[src/rtl/cnt_ctrl_pkg.sv]
// cnt_ctrl_pkg
// Shared types and constants for the multi_decade_counter control path.
//   seq_state_t    : load sequencer states (IDLE / CHECK / LOAD / DONE)
//   DIGIT_W        : width of one counter digit
//   MODE_DEC/HEX   : encodings of the counter mode input
//   DIR_UP         : encoding of "count up" on the counter updown input
//   digit_invalid(): true when a digit cannot be held by a decimal counter
package cnt_ctrl_pkg;

    typedef enum logic [1:0] {
        IDLE  = 2'd0,
        CHECK = 2'd1,
        LOAD  = 2'd2,
        DONE  = 2'd3
    } seq_state_t;

    localparam int   DIGIT_W  = 4;
    localparam logic MODE_DEC = 1'b1;
    localparam logic MODE_HEX = 1'b0;
    localparam logic DIR_UP   = 1'b1;

    // A digit above 9 is only a problem when the counter wraps decimally.
    function automatic logic digit_invalid(input logic mode, input logic [DIGIT_W-1:0] d);
        return (mode != MODE_HEX) && (d > DIGIT_W'(9));
    endfunction

endpackage

[src/rtl/tick_prescaler.sv]
// tick_prescaler
// Free-running divider that produces the counter's count-enable tick.
// Ports:
//   clk     in  system clock, rising edge
//   reset_n in  asynchronous active-low reset (count -> 0)
//   en      in  advance the count this cycle; the count holds when low
//   clr     in  synchronous clear of the count (has priority over en)
//   tick    out high for the single enabled cycle at count TICK_DIV-1
// Parameter TICK_DIV (>= 1): cycles per tick; 1 gives a tick every enabled cycle.
module tick_prescaler #(
    parameter int TICK_DIV = 100_000_000
) (
    input  logic clk,
    input  logic reset_n,
    input  logic en,
    input  logic clr,
    output logic tick
);

    localparam int             CNT_W = (TICK_DIV > 1) ? $clog2(TICK_DIV) : 1;
    localparam logic [CNT_W-1:0] LAST = CNT_W'(TICK_DIV - 1);

    logic [CNT_W-1:0] count_q;
    logic [CNT_W-1:0] count_d;

    always_comb begin
        count_d = count_q;
        if (clr) begin
            count_d = '0;
        end else if (en) begin
            count_d = (count_q == LAST) ? '0 : count_q + 1'b1;
        end
    end

    always_ff @(posedge clk or negedge reset_n) begin
        if (!reset_n) begin
            count_q <= '0;
        end else begin
            count_q <= count_d;
        end
    end

    // Gated by en so a count parked at LAST while stopped never fires a tick.
    assign tick = en && !clr && (count_q == LAST);

endmodule

[src/rtl/cnt_load_sequencer.sv]
// cnt_load_sequencer
// Drives every control input of multi_decade_counter: count-enable tick,
// run/stop, mode, direction, and a digit-per-clock preset load sequence.
// Ports:
//   clk, reset_n          clock (rising edge) and asynchronous active-low reset
//   start                 one-cycle load request, honoured only while idle
//   preset[15:0]          four digits, digit0 = [3:0] .. digit3 = [15:12]
//   run                   1 = counting allowed
//   mode_in, updown_in    requested counter mode (1 = decimal) and direction (1 = up)
//   busy, done, err       sequence in progress / end pulse / sticky bad-preset flag
//   cnt_enable, cnt_mode, cnt_updown, cnt_load, cnt_an_sel, cnt_load_count
//                         registered drives for the counter's control port
// Build option: define CNT_SEQ_VALIDATE_EN to enable the decimal range check
// and the err flag; without it every preset is loaded and err stays 0.
module cnt_load_sequencer
    import cnt_ctrl_pkg::*;
#(
    parameter int DIGITS   = 4,
    parameter int TICK_DIV = 100_000_000
) (
    input  logic                        clk,
    input  logic                        reset_n,
    input  logic                        start,
    input  logic [DIGITS*DIGIT_W-1:0]   preset,
    input  logic                        run,
    input  logic                        mode_in,
    input  logic                        updown_in,
    output logic                        busy,
    output logic                        done,
    output logic                        err,
    output logic                        cnt_enable,
    output logic                        cnt_mode,
    output logic                        cnt_updown,
    output logic                        cnt_load,
    output logic [1:0]                  cnt_an_sel,
    output logic [DIGIT_W-1:0]          cnt_load_count
);

    localparam logic [1:0] LAST_IDX = 2'(DIGITS - 1);

    seq_state_t                  state_q, state_d;
    logic [DIGITS*DIGIT_W-1:0]   preset_q, preset_d;
    logic                        busy_q, busy_d;
    logic                        done_q, done_d;
    logic                        err_q, err_d;
    logic                        cnt_enable_q, cnt_enable_d;
    logic                        cnt_mode_q, cnt_mode_d;
    logic                        cnt_updown_q, cnt_updown_d;
    logic                        cnt_load_q, cnt_load_d;
    logic [1:0]                  an_sel_q, an_sel_d;
    logic [DIGIT_W-1:0]          load_count_q, load_count_d;

    logic                        tick;
    logic                        preset_invalid;
    logic [1:0]                  next_idx;
    logic [DIGIT_W-1:0]          digit [DIGITS];

    // Prescaler only advances while counting is actually possible, and is
    // cleared at the end of every sequence so the first post-load tick is a
    // full period away.
    tick_prescaler #(
        .TICK_DIV (TICK_DIV)
    ) u_prescaler (
        .clk     (clk),
        .reset_n (reset_n),
        .en      (run && (state_q == IDLE)),
        .clr     (state_q == DONE),
        .tick    (tick)
    );

    for (genvar gi = 0; gi < DIGITS; gi++) begin : g_digit
        assign digit[gi] = preset_q[gi*DIGIT_W +: DIGIT_W];
    end

`ifdef CNT_SEQ_VALIDATE_EN
    logic [DIGITS-1:0] digit_bad;
    // cnt_mode_q is frozen outside IDLE, so it is the mode captured with start.
    for (genvar gi = 0; gi < DIGITS; gi++) begin : g_check
        assign digit_bad[gi] = digit_invalid(cnt_mode_q, digit[gi]);
    end
    assign preset_invalid = |digit_bad;
`else
    assign preset_invalid = 1'b0;
`endif

    assign next_idx = an_sel_q + 2'd1;

    always_comb begin
        state_d      = state_q;
        preset_d     = preset_q;
        busy_d       = busy_q;
        done_d       = 1'b0;
        err_d        = err_q;
        cnt_enable_d = 1'b0;
        cnt_mode_d   = cnt_mode_q;
        cnt_updown_d = cnt_updown_q;
        cnt_load_d   = 1'b0;
        an_sel_d     = '0;
        load_count_d = '0;

        case (state_q)
            IDLE: begin
                cnt_mode_d   = mode_in;
                cnt_updown_d = updown_in;
                if (start) begin
                    preset_d = preset;
                    busy_d   = 1'b1;
                    state_d  = CHECK;
                end else begin
                    // A tick coinciding with start is dropped so enable never
                    // shows up while busy.
                    cnt_enable_d = tick && run;
                end
            end
            CHECK: begin
                err_d = preset_invalid;
                if (preset_invalid) begin
                    done_d  = 1'b1;
                    state_d = DONE;
                end else begin
                    cnt_load_d   = 1'b1;
                    an_sel_d     = '0;
                    load_count_d = digit[0];
                    state_d      = LOAD;
                end
            end
            LOAD: begin
                if (an_sel_q == LAST_IDX) begin
                    done_d  = 1'b1;
                    state_d = DONE;
                end else begin
                    cnt_load_d   = 1'b1;
                    an_sel_d     = next_idx;
                    load_count_d = digit[next_idx];
                end
            end
            DONE: begin
                busy_d  = 1'b0;
                state_d = IDLE;
            end
            default: begin
                busy_d  = 1'b0;
                state_d = IDLE;
            end
        endcase
    end

    always_ff @(posedge clk or negedge reset_n) begin
        if (!reset_n) begin
            state_q      <= IDLE;
            preset_q     <= '0;
            busy_q       <= 1'b0;
            done_q       <= 1'b0;
            err_q        <= 1'b0;
            cnt_enable_q <= 1'b0;
            cnt_mode_q   <= MODE_DEC;
            cnt_updown_q <= DIR_UP;
            cnt_load_q   <= 1'b0;
            an_sel_q     <= '0;
            load_count_q <= '0;
        end else begin
            state_q      <= state_d;
            preset_q     <= preset_d;
            busy_q       <= busy_d;
            done_q       <= done_d;
            err_q        <= err_d;
            cnt_enable_q <= cnt_enable_d;
            cnt_mode_q   <= cnt_mode_d;
            cnt_updown_q <= cnt_updown_d;
            cnt_load_q   <= cnt_load_d;
            an_sel_q     <= an_sel_d;
            load_count_q <= load_count_d;
        end
    end

    assign busy           = busy_q;
    assign done           = done_q;
    assign err            = err_q;
    assign cnt_enable     = cnt_enable_q;
    assign cnt_mode       = cnt_mode_q;
    assign cnt_updown     = cnt_updown_q;
    assign cnt_load       = cnt_load_q;
    assign cnt_an_sel     = an_sel_q;
    assign cnt_load_count = load_count_q;

endmodule

[config.mk]
export PLATFORM = sky130hd
export DESIGN_NAME = cnt_load_sequencer
export DESIGN_NICKNAME = d
export VERILOG_FILES = /design/src/rtl/cnt_ctrl_pkg.sv /design/src/rtl/tick_prescaler.sv /design/src/rtl/cnt_load_sequencer.sv
export SDC_FILE = /design/constraint.sdc
export NUM_CORES = 1
export LEC_CHECK = 0
export ABC_AREA = 1
export CELL_PAD_IN_SITES_DETAIL_PLACEMENT = 1
export CELL_PAD_IN_SITES_GLOBAL_PLACEMENT = 1
export CORE_AREA = 2 2 117 91
export CTS_BUF_LIST = sky130_fd_sc_hd__clkbuf_16
export CTS_CLUSTER_DIAMETER = 40
export CTS_CLUSTER_SIZE = 16
export DETAILED_ROUTE_END_ITERATION = 8
export DIE_AREA = 0 0 119 93
export PLACE_DENSITY_LB_ADDON = 0.12
export SYNTH_ARGS = -nofsm -noshare
export SYNTH_HDL_FRONTEND = slang
export SYNTH_SLANG_ARGS = --single-unit
[constraint.sdc]
create_clock -name clk -period 2.1 [get_ports clk]
set_input_delay 0.525 -clock clk [delete_from_list [all_inputs] [get_ports clk]]
set_output_delay 0.525 -clock clk [all_outputs]
set_load 0.01 [all_outputs]
Yosys cells after proc, flatten, opt, wreduce, memory -nomap -nowiden:

Cells that the tools add are included.

* output and inout bits: 13
* input bits: 22
* bits in registers: 57
* word-level logic and storage cells: 54

* bitwise gates (word level): 1
* $lt $le $gt $ge: 1
* mux-type cells: 21
* reductions and logical operators: 11
* eq/ne operators: 7
* add/subtract/negate cells: 2

Operator list (number)
* $mux 27: 3
* $add 27x1->27 const B: 1
* $eq 27x27->1 const B: 1
* $mux 4: 3
* $bmux 4 s2: 1
* $mux 2: 4
* $pmux 2 s4: 1
* $pmux 4 s2: 1
* $eq 2x2->1 const B: 3
* $mux 1: 6
* $reduce_and 2->1: 3
* $logic_and 1x1->1: 4
* $ne 2x2->1 const B: 2
* $pmux 1 s2: 2
* $reduce_bool 2->1: 2
* $ge 3x3->1 const B: 1
* $not 2->3: 1
* $add 2x1->2 const B: 1
* $eq 2x1->1 const B: 1
* $logic_not 2->1: 1
* $logic_not 1->1: 1

Depth between registers and ports, before layout:

Gate-level depths: netlist (run 1).

* word-level depth: 7
* depth in mapped cells: 10

Modules after synthesis:

Synthesis (run 1) repeated with hierarchy kept, for this count alone.

* cell total of the unflattened synthesis: 440
* area total of the unflattened synthesis: 3229.3 um2

By module, submodules not included
* tick_prescaler: area an instance 1848.0 um2, sequential area each 675.6 um2, cells each 277, times used 1
* cnt_load_sequencer: area an instance 1381.3 um2, sequential area each 753.2 um2, cells each 163, times used 1

Least setup slack after synthesis (run 1):

No wires, ideal clock.

* kind: flip-flop to flip-flop
* from: register state_q[0]
* to: register u_prescaler.count_q[11]
* buffers on the path: 1
* stages on the path, launching flop included: 7
* setup time: 139 ps
* arrival time: 1391 ps
* period minus slack after synthesis: 1530 ps
* setup slack: 570 ps
* cells stage by stage: dfrtp_1 -> inv_1 -> ha_1 -> nand2_1 -> nand2_1 -> clkbuf_1 -> o22ai_1

* cells in the longest elaborated chain, start to end: 3
* elaborated cells on any way between the ends: 5

Ends and longest elaborated chain
* start, declared: RTL line cnt_load_sequencer.sv:41 `seq_state_t state_q, state_d;`
* start signal, assigned: RTL line cnt_load_sequencer.sv:162 `state_q <= state_d;`
* $logic_not 2->1: RTL line cnt_load_sequencer.sv:66 `.en (run && (state_q == IDLE)),`
* $logic_and 1x1->1: RTL line cnt_load_sequencer.sv:66
* $reduce_bool 2->1 (no source line)
* end signal, assigned: RTL line tick_prescaler.sv:39 `count_q <= count_d;`
* end, declared: RTL line tick_prescaler.sv:23 `logic [CNT_W-1:0] count_q;`

Parallel ways exist; a longest one is shown, timed or not.
A chain may end at the register's enable or synchronous reset.

Worst setup path after layout (run 1):

* from: register an_sel_q[0], in the netlist cnt_an_sel[0]
* to: output port cnt_an_sel[0]

RTL lines
* start, declared: RTL line cnt_load_sequencer.sv:50 `logic [1:0] an_sel_q, an_sel_d;`
* start signal, assigned: RTL line cnt_load_sequencer.sv:171 `an_sel_q <= an_sel_d;`
* end, declared: RTL line cnt_load_sequencer.sv:35 `output logic [1:0] cnt_an_sel,`

No word-level cell between the ends.

==> run summary, run 1 <==
The post-place setup slack came out at 0.200 ns. In this run, the combinational gates consume 30.6% of the power. In this run the number of cells on the critical path is 1. The via count of the first global-routing pass came out at 2820.

The proportion of power drawn by flip-flops and latches came out at 33.7%. The number of buffers inserted for hold repair after clock tree synthesis came out at 0. The routed layout has 2639 vias.

The yosys synthesis warning count came out at 0. The number of buffers added on ports is 33. The total congestion overflow after global routing came out at 0. The relative area change from synthesis to final layout is 28.1%. The core occupancy in the finished layout came out at 40.0%. The total power density per cell area came out at 1170 nW/um2. The required time at the endpoint of the critical path came out at 1.57 ns. The slack of the worst reg-to-reg path came out at 0.33 ns. The number of DRC violations after detailed routing came out at 0.

The signal on the critical path passes through clkdlybuf4s50_1. Across the run, the number of max-cap violations was 0. The time the final worst path needs with I/O delays and setup came out at 1.94 ns. The first global-routing pass estimated 14.6 mm of wire. The gate count after technology mapping is 386. The hold violation total from the final report is 0.

The period utilization came out at 92.2%. In this run the cell area of the synthesized design comes to 3110 um2. Clock latency on the worst-skew pair, taken at its later pin, is 0.33 ns. The critical path is of the flip-flop to output pin type. The library cells used most frequently in the layout, excluding fill and tap cells, are sky130_fd_sc_hd__nand2_1 (131), sky130_fd_sc_hd__dfrtp_1 (55), sky130_fd_sc_hd__inv_1 (38). After clock tree synthesis, the clock-pin slew on the worst setup and hold paths is 0.05 ns. The type of destination of the critical path is an output pin. The total inserted antenna cells came out at 0.

The worst register-to-register path begins at state_q[0]$_DFFE_PN0P_. The count of cells in the finished layout, fillers not included, comes to 572. In this run, post-CTS repair resized a total of 0 instances. The final worst setup slack is 0.164 ns.

In this run the power spent charging and discharging nets is 1.57 mW. After floorplanning, the core was sized to cover 9970 um2. The fraction of post-synthesis cell area in the top cell type by area is 44.2%. The worst-path maximum fanout came out at 8. The final-layout fill cell count is 1219. The cell at the root of the clock tree is sky130_fd_sc_hd__clkbuf_16. The remaining antenna violation count is 0. In the global route stage, overall resource usage came out at 17.1%. After synthesis, the netlist uses 32 different library cells. The clock tree buffer depth came out at 2. The part of the total power dissipated in the clock network is 35.6%. The largest total area in the synthesized netlist belongs to sky130_fd_sc_hd__dfrtp_1.

The number of vias per cell after detailed routing is 4.61. The number of DRC markers in iteration 0 came out at 115. The library cell used most frequently in the layout, excluding fill and tap cells, is sky130_fd_sc_hd__nand2_1. The highest achievable clock rate is 0.517 GHz. The placement row count is 32.

The total half-perimeter wirelength after legalization and detailed placement came out at 6.32 mm. The internal power is 3.10 mW. The path category of the worst min-delay check is primary input to asynchronous set/reset pin. The maximum clock skew at final layout came out at 0.00422 ns.

The routed wire length is 8.61 mm. The max-slew violation count is 0. During I/O placement, the number of pins put on the boundary was 35. The flow ran to the end, and the final reports show no timing, DRC or antenna violations.

The worst vdd rail ir drop is 0.000397 V. The switching part of the total is 33.6%. Setup violations remaining at the end of the flow were counted as 0. The number of cells in the design after placement is 556. The kind of cell with the highest combined delay along the critical path is buffers and inverters. The number of antenna violations at the first check in global routing is 0.

In this run the worst setup path terminates at cnt_an_sel[0]. The die covers 11100 um2. The weighted congestion reported at the end of routability-driven placement came out at 0.793.

After detailed routing, the average wire length per cell comes to 15.1 um. Of the cells placed in the final design, the portion with a size suffix greater than 1 is 15.4%. By area the synthesized netlist is led by sky130_fd_sc_hd__dfrtp_1 (44%), sky130_fd_sc_hd__nand2_1 (16%), sky130_fd_sc_hd__inv_1 (4.5%), sky130_fd_sc_hd__nand3_2 (3.5%), sky130_fd_sc_hd__nor2_1 (3.4%). The mean post-synth cell area came out at 8.07 um2.

For this run, the slowest stage of the critical path takes 0.59 ns. The reg-to-reg endpoint is u_prescaler.count_q[24]$_DFFE_PN0P_. The flip-flop and latch count after synthesis is 57. STA puts the critical path data arrival time at 1.41 ns.

The net count of the mapped netlist came out at 415. The H-tree was split into 3 levels. The worst setup path startpoint is cnt_an_sel[0]$_DFF_PN0_. The total number of clock tree sinks is 57.

For this configuration, the core starts out at a cell density of 31.2%. The cell at the slowest stage of the critical path is sky130_fd_sc_hd__clkdlybuf4s50_1. STA classifies the critical path startpoint as a flip-flop. The sequential cell area fraction in the yosys report came out at 45.9%.

The CTS buffer count came out at 9. Summed over all failing endpoints, the final setup total negative slack is 0 ns. Setup repair after global routing left no endpoint under its margin. TritonCTS built the clock tree. The total buffers and inverters traversed by the critical path is 1. The first-pass iteration count of the detailed router is 4. Measured along the x axis, the die boundary spans 119 um.

The leakage power summed over all cells came out at 1.77 nW. The number of cells on the worst reg-to-reg path came out at 9. From bottom edge to top edge, the die measures 93 um. The number of buffers inserted by post-CTS setup repair is 0. The number of nets in the finished design is 460.

Entering global routing, the biggest net connects 20 pins.
[cells in the mapped netlist, drive strengths merged]
library cell,count
a21oi,9
buf,5
clkbuf,4
clkinv,1
conb,1
dfrtp,55
dfstp,2
ha,7
inv,39
mux2i,4
nand2,136
nand3,24
nand3b,1
nand4,3
nor2,41
nor3,2
nor4,1
o21ai,31
o21bai,1
o22ai,10
xnor2,1
xor2,8
[cell type report]
type / instances / area (um2) / area share (%)
clock buffer: 9 / 225 / 5.64
clock inverter: 7 / 110 / 2.76
inverter: 40 / 150 / 3.76
multi-input combinational: 280 / 1480 / 37.1
sequential: 57 / 1430 / 35.8
tap: 136 / 170 / 4.26
timing repair buffer: 43 / 425 / 10.7
[state kept, by name, summed over array words and instances (netlist names)]
name                 cells
done                     1
busy                     1
cnt_an_sel               2
cnt_mode                 1
u_prescaler.count_q     27
state_q                  2
preset_q                16
cnt_load_count           4
cnt_enable               1
cnt_load                 1
cnt_updown               1
[layer usage]
metal	track usage [%]	share of wire, %	up-vias
li1	-	-	1316
met1	24.5	53	1283
met2	25.2	42	33
met3	4.33	3.7	7
met4	5.65	0.84	0
met5	0	0	-
[power by group through the flow]
stage,Combinational (mW),Clock (mW),Sequential [mW]
finish,1.43,1.67,1.58
detailed placement,1.46,0,1.59
global route,1.63,1.76,1.62
global placement,1.44,0,1.59
CTS,1.47,1.71,1.58
floorplan,0.846,0,1.57
[cell families after synthesis]
family | count (synthesis) | synth area share (%)
muxes | 4 | 1.29
adders and majority gates | 7 | 2.81
xor gates and xnor gates | 9 | 2.53
and+or+nand+nor | 208 | 31.1
AOI/OAI and AO/OA | 51 | 9.64
buffers and inverters | 49 | 6.59
DFF | 57 | 45.9
other | 1 | 0.120
[metrics by stage]
step | hold slack [ns] | total power, mW | cell area [um2]
5_1_grt | 0.134 | 5.01 | 3990
2_1_floorplan | 0.229 | 2.41 | 3110
4_1_cts | 0.121 | 4.76 | 3990
3_3_place_gp | 0.455 | 3.02 | 3650
3_5_place_dp | 0.458 | 3.05 | 3650
6_report | 0.118 | 4.67 | 3990
[worst min path at each step]
stage | slack [ns] | start | cells after the start | to
2_1_floorplan | 0.23 | reset_n | 0 | busy$_DFFE_PN0P_
3_3_place_gp | 0.46 | cnt_updown$_DFFE_PN1N_ | 2 | cnt_updown$_DFFE_PN1N_
3_5_place_dp | 0.46 | cnt_mode$_DFFE_PN1N_ | 2 | cnt_mode$_DFFE_PN1N_
4_1_cts | 0.12 | reset_n | 1 | busy$_DFFE_PN0P_
5_1_grt | 0.13 | reset_n | 1 | busy$_DFFE_PN0P_
6_report | 0.12 | reset_n | 1 | busy$_DFFE_PN0P_
Note: power is estimated with default switching activity, not from simulation.
==> run 2: changes to the inputs <==
Settings changed: RECOVER_POWER set to 50.
==> run 2 against run 1 <==
Effect of this change: setup slack got worse by 0.0069 ns; critical path type unchanged; non-clock buffer count is the same; critical endpoint unchanged; routed wire length barely moved; largest power group unchanged; sequential power about the same; final cell count unchanged; critical path depth is the same; sequential share of layout area up 0.14 points.
==> run summary, run 2 (synthesis results as in run 1) <==
In this run the static leakage power is 1.77 nW. Buffers inserted to repair hold after CTS numbered 0. The number of vias per cell after detailed routing is 4.62. At the end of the flow, the number of nets in the layout was 460. The peak-usage layer in the global routing report is met2.

STA classifies the critical path endpoint as an output pin. In this run, post-CTS repair resized a total of 0 instances. The summed negative setup slack over all endpoints came out at 0 ns.

u_prescaler.count_q holds more flip-flops than any other register. The number of antenna diodes in the final layout is 0. The first-pass iteration count of the detailed router came out at 4. The part of the total power dissipated in the clock network is 35.7%. Counting every sink on the clock net gives 57. The starting utilization of the core area came out at 31.2%.

Counting both buffers and inverters, the worst setup path holds a total of 1. The share of layout cells above drive strength 1 came out at 14.7%. The critical path is of the flip-flop to output pin type.

The CTS buffer count came out at 9. The placement row count is 32. TritonCTS built the clock tree.

The highest achievable clock rate is 0.515 GHz. Max-cap violations in this run came to 0. The number of top-level design ports is 35.

The met3 track utilization from global routing came out at 4.33%. The critical path starts at cnt_an_sel[0]$_DFF_PN0_. The internal power of the cells totals 3.10 mW. The number of buffers inserted by post-CTS setup repair came out at 0. The horizontal die dimension came out at 119 um. Setup repair after global routing left no endpoint under its margin. The net switching power figure is 1.57 mW. Traced cell by cell, the critical path runs through clkdlybuf4s50_1. The via count of the first global-routing pass came to 2820. The wire length per cell came out at 15.0 um. The met2 usage came out at 25.2%. The relative area change from synthesis to final layout came out at 27.6%.

The post-place setup slack is 0.200 ns. The number of cells on the critical path is 1. The clock tree buffer depth came out at 2. The first-pass GRT wire length came out at 14.6 mm. The total number of vias came out at 2641. The met1 usage came out at 24.5%. The arrival time reported for the critical path endpoint came out at 1.42 ns.

The number of flip-flops in the largest register came out at 27. The remaining antenna violation count came out at 0. The design draws 4.67 mW.

The number of DRC violations after detailed routing came out at 0. The weighted congestion reported at the end of routability-driven placement is 0.793. For the pin with the worst max-slew slack, the measured transition is 0.868 ns.

Setup slack closes at 0.157 ns. The vertical extent of the die is 93 um. The number of buffers added on ports is 33. The hold violation total from the final report was 0. The total area inside the core boundary comes to 9970 um2. Combinational logic burns 30.5% of the power. The period utilization is 92.5%. Entering global routing, the biggest net connects 20 pins. The largest stage delay on the critical path is 0.59 ns. For this design, the slowest cell found on the critical path is sky130_fd_sc_hd__clkdlybuf4s50_1. The total half-perimeter wirelength after legalization and detailed placement came out at 6.32 mm. The cell at the root of the clock tree is sky130_fd_sc_hd__clkbuf_16.

In this design, the largest share of critical-path delay is due to buffers and inverters. The number of antenna violations at the first check in global routing came out at 0. The H-tree generated during clock tree synthesis spans 3 levels.

Setup violations remaining at the end of the flow were counted as 0. The path class of the tightest hold or removal check is primary input to asynchronous set/reset pin. Of the total power, the share spent switching nets is 33.6%. The routed wire length is 8.60 mm. For the finished layout, the period the worst path requires is 1.94 ns. Across all register-to-register paths, the minimum setup slack is 0.33 ns.

The clock insertion delay at the later pin of the skew report is 0.33 ns. The total congestion overflow after global routing came out at 0. In the layout the commonest cells are sky130_fd_sc_hd__nand2_1 (131), sky130_fd_sc_hd__dfrtp_1 (55), sky130_fd_sc_hd__inv_1 (38). STA classifies the critical path startpoint as a flip-flop.

The total power density per cell area came out at 1180 nW/um2. Along the worst path, the maximum fanout reaches 8. Global routing used 17.1% of the available tracks. The startpoint identified for the worst register-to-register timing path is state_q[0]$_DFFE_PN0P_. The max-slew violation count came out at 0. The clock-pin transition on the worst setup and hold timing paths is 0.05 ns. Headroom to the max-slew limit came out at 42.1%. The flow ran to the end, and the final reports show no timing, DRC or antenna violations. The number of cells on the worst reg-to-reg path is 9. The floorplan die area is 11100 um2.

The maximum clock skew at final layout came out at 0.00439 ns. The worst vdd rail ir drop came out at 0.000399 V. The share of total power dissipated in sequential elements is 33.8%. Data on the critical path is required at its endpoint by 1.57 ns. The first routing iteration left 127 violations. The most common cell after layout, fill and taps aside is sky130_fd_sc_hd__nand2_1.
-- run 2: changes by cell type in the layout (fill, tap and decap cells not counted), sizes merged --
cell          delta
buf              -4
clkbuf           +3
dlymetal6s4s     +1
-- run 2: layer usage --
metal | vias up | part of all wire (%)
met5 | - | 0
met4 | 0 | 1.4
met3 | 9 | 3.9
met2 | 33 | 42
met1 | 1283 | 53
li1 | 1316 | -
-- run 2: power by group through the flow --
stage	sequential, mW	clock, mW	combinational (mW)
3_3_place_gp	1.59	0	1.44
4_1_cts	1.58	1.71	1.47
3_5_place_dp	1.59	0	1.46
5_1_grt	1.62	1.76	1.63
2_1_floorplan	1.57	0	0.846
6_report	1.58	1.67	1.43
-- run 2: worst register-to-register path: cells and delay by family, from the launching register on --
family          cells  cell delay (ns)
buf+inv             3             0.41
compound gates      1             0.13
simple gates        4             0.48
flops               1             0.39
fa+ha+maj           1             0.27
-- run 2: worst paths after layout --
check,end
min in group clk,cnt_updown$_DFFE_PN1N_
max in group asynchronous,preset_q[5]$_DFFE_PN0P_
hold / removal,busy$_DFFE_PN0P_
setup / recovery,cnt_an_sel[0]
hold reg to reg,cnt_updown$_DFFE_PN1N_
setup reg to reg,u_prescaler.count_q[24]$_DFFE_PN0P_
-- run 2: through the flow --
step                util, %  instance area [um2]  cells  hold slack (ns)
finish                 39.9                 3980    572            0.276
global route           39.9                 3980    572            0.349
CTS                    40.0                 3990    572            0.121
detailed placement     36.7                 3650    556            0.458
global placement       36.7                 3650    556            0.455
floorplan                 -                 3110    386            0.229
-- run 2: area by class of cell --
type,count,area (um2)
sequential,57,1430
tap,136,170
clock inverter,7,110
fill,1219,5990
inverter,40,150
timing repair buffer,43,410
clock buffer,9,225
multi-input combinational,280,1480
==> run 3: changes to the inputs <==
Settings changed: SETUP_SLACK_MARGIN set to 0.05.
==> results of run 3 <==
Same layout as run 2: the final DEF is identical, and so are final timing and power.
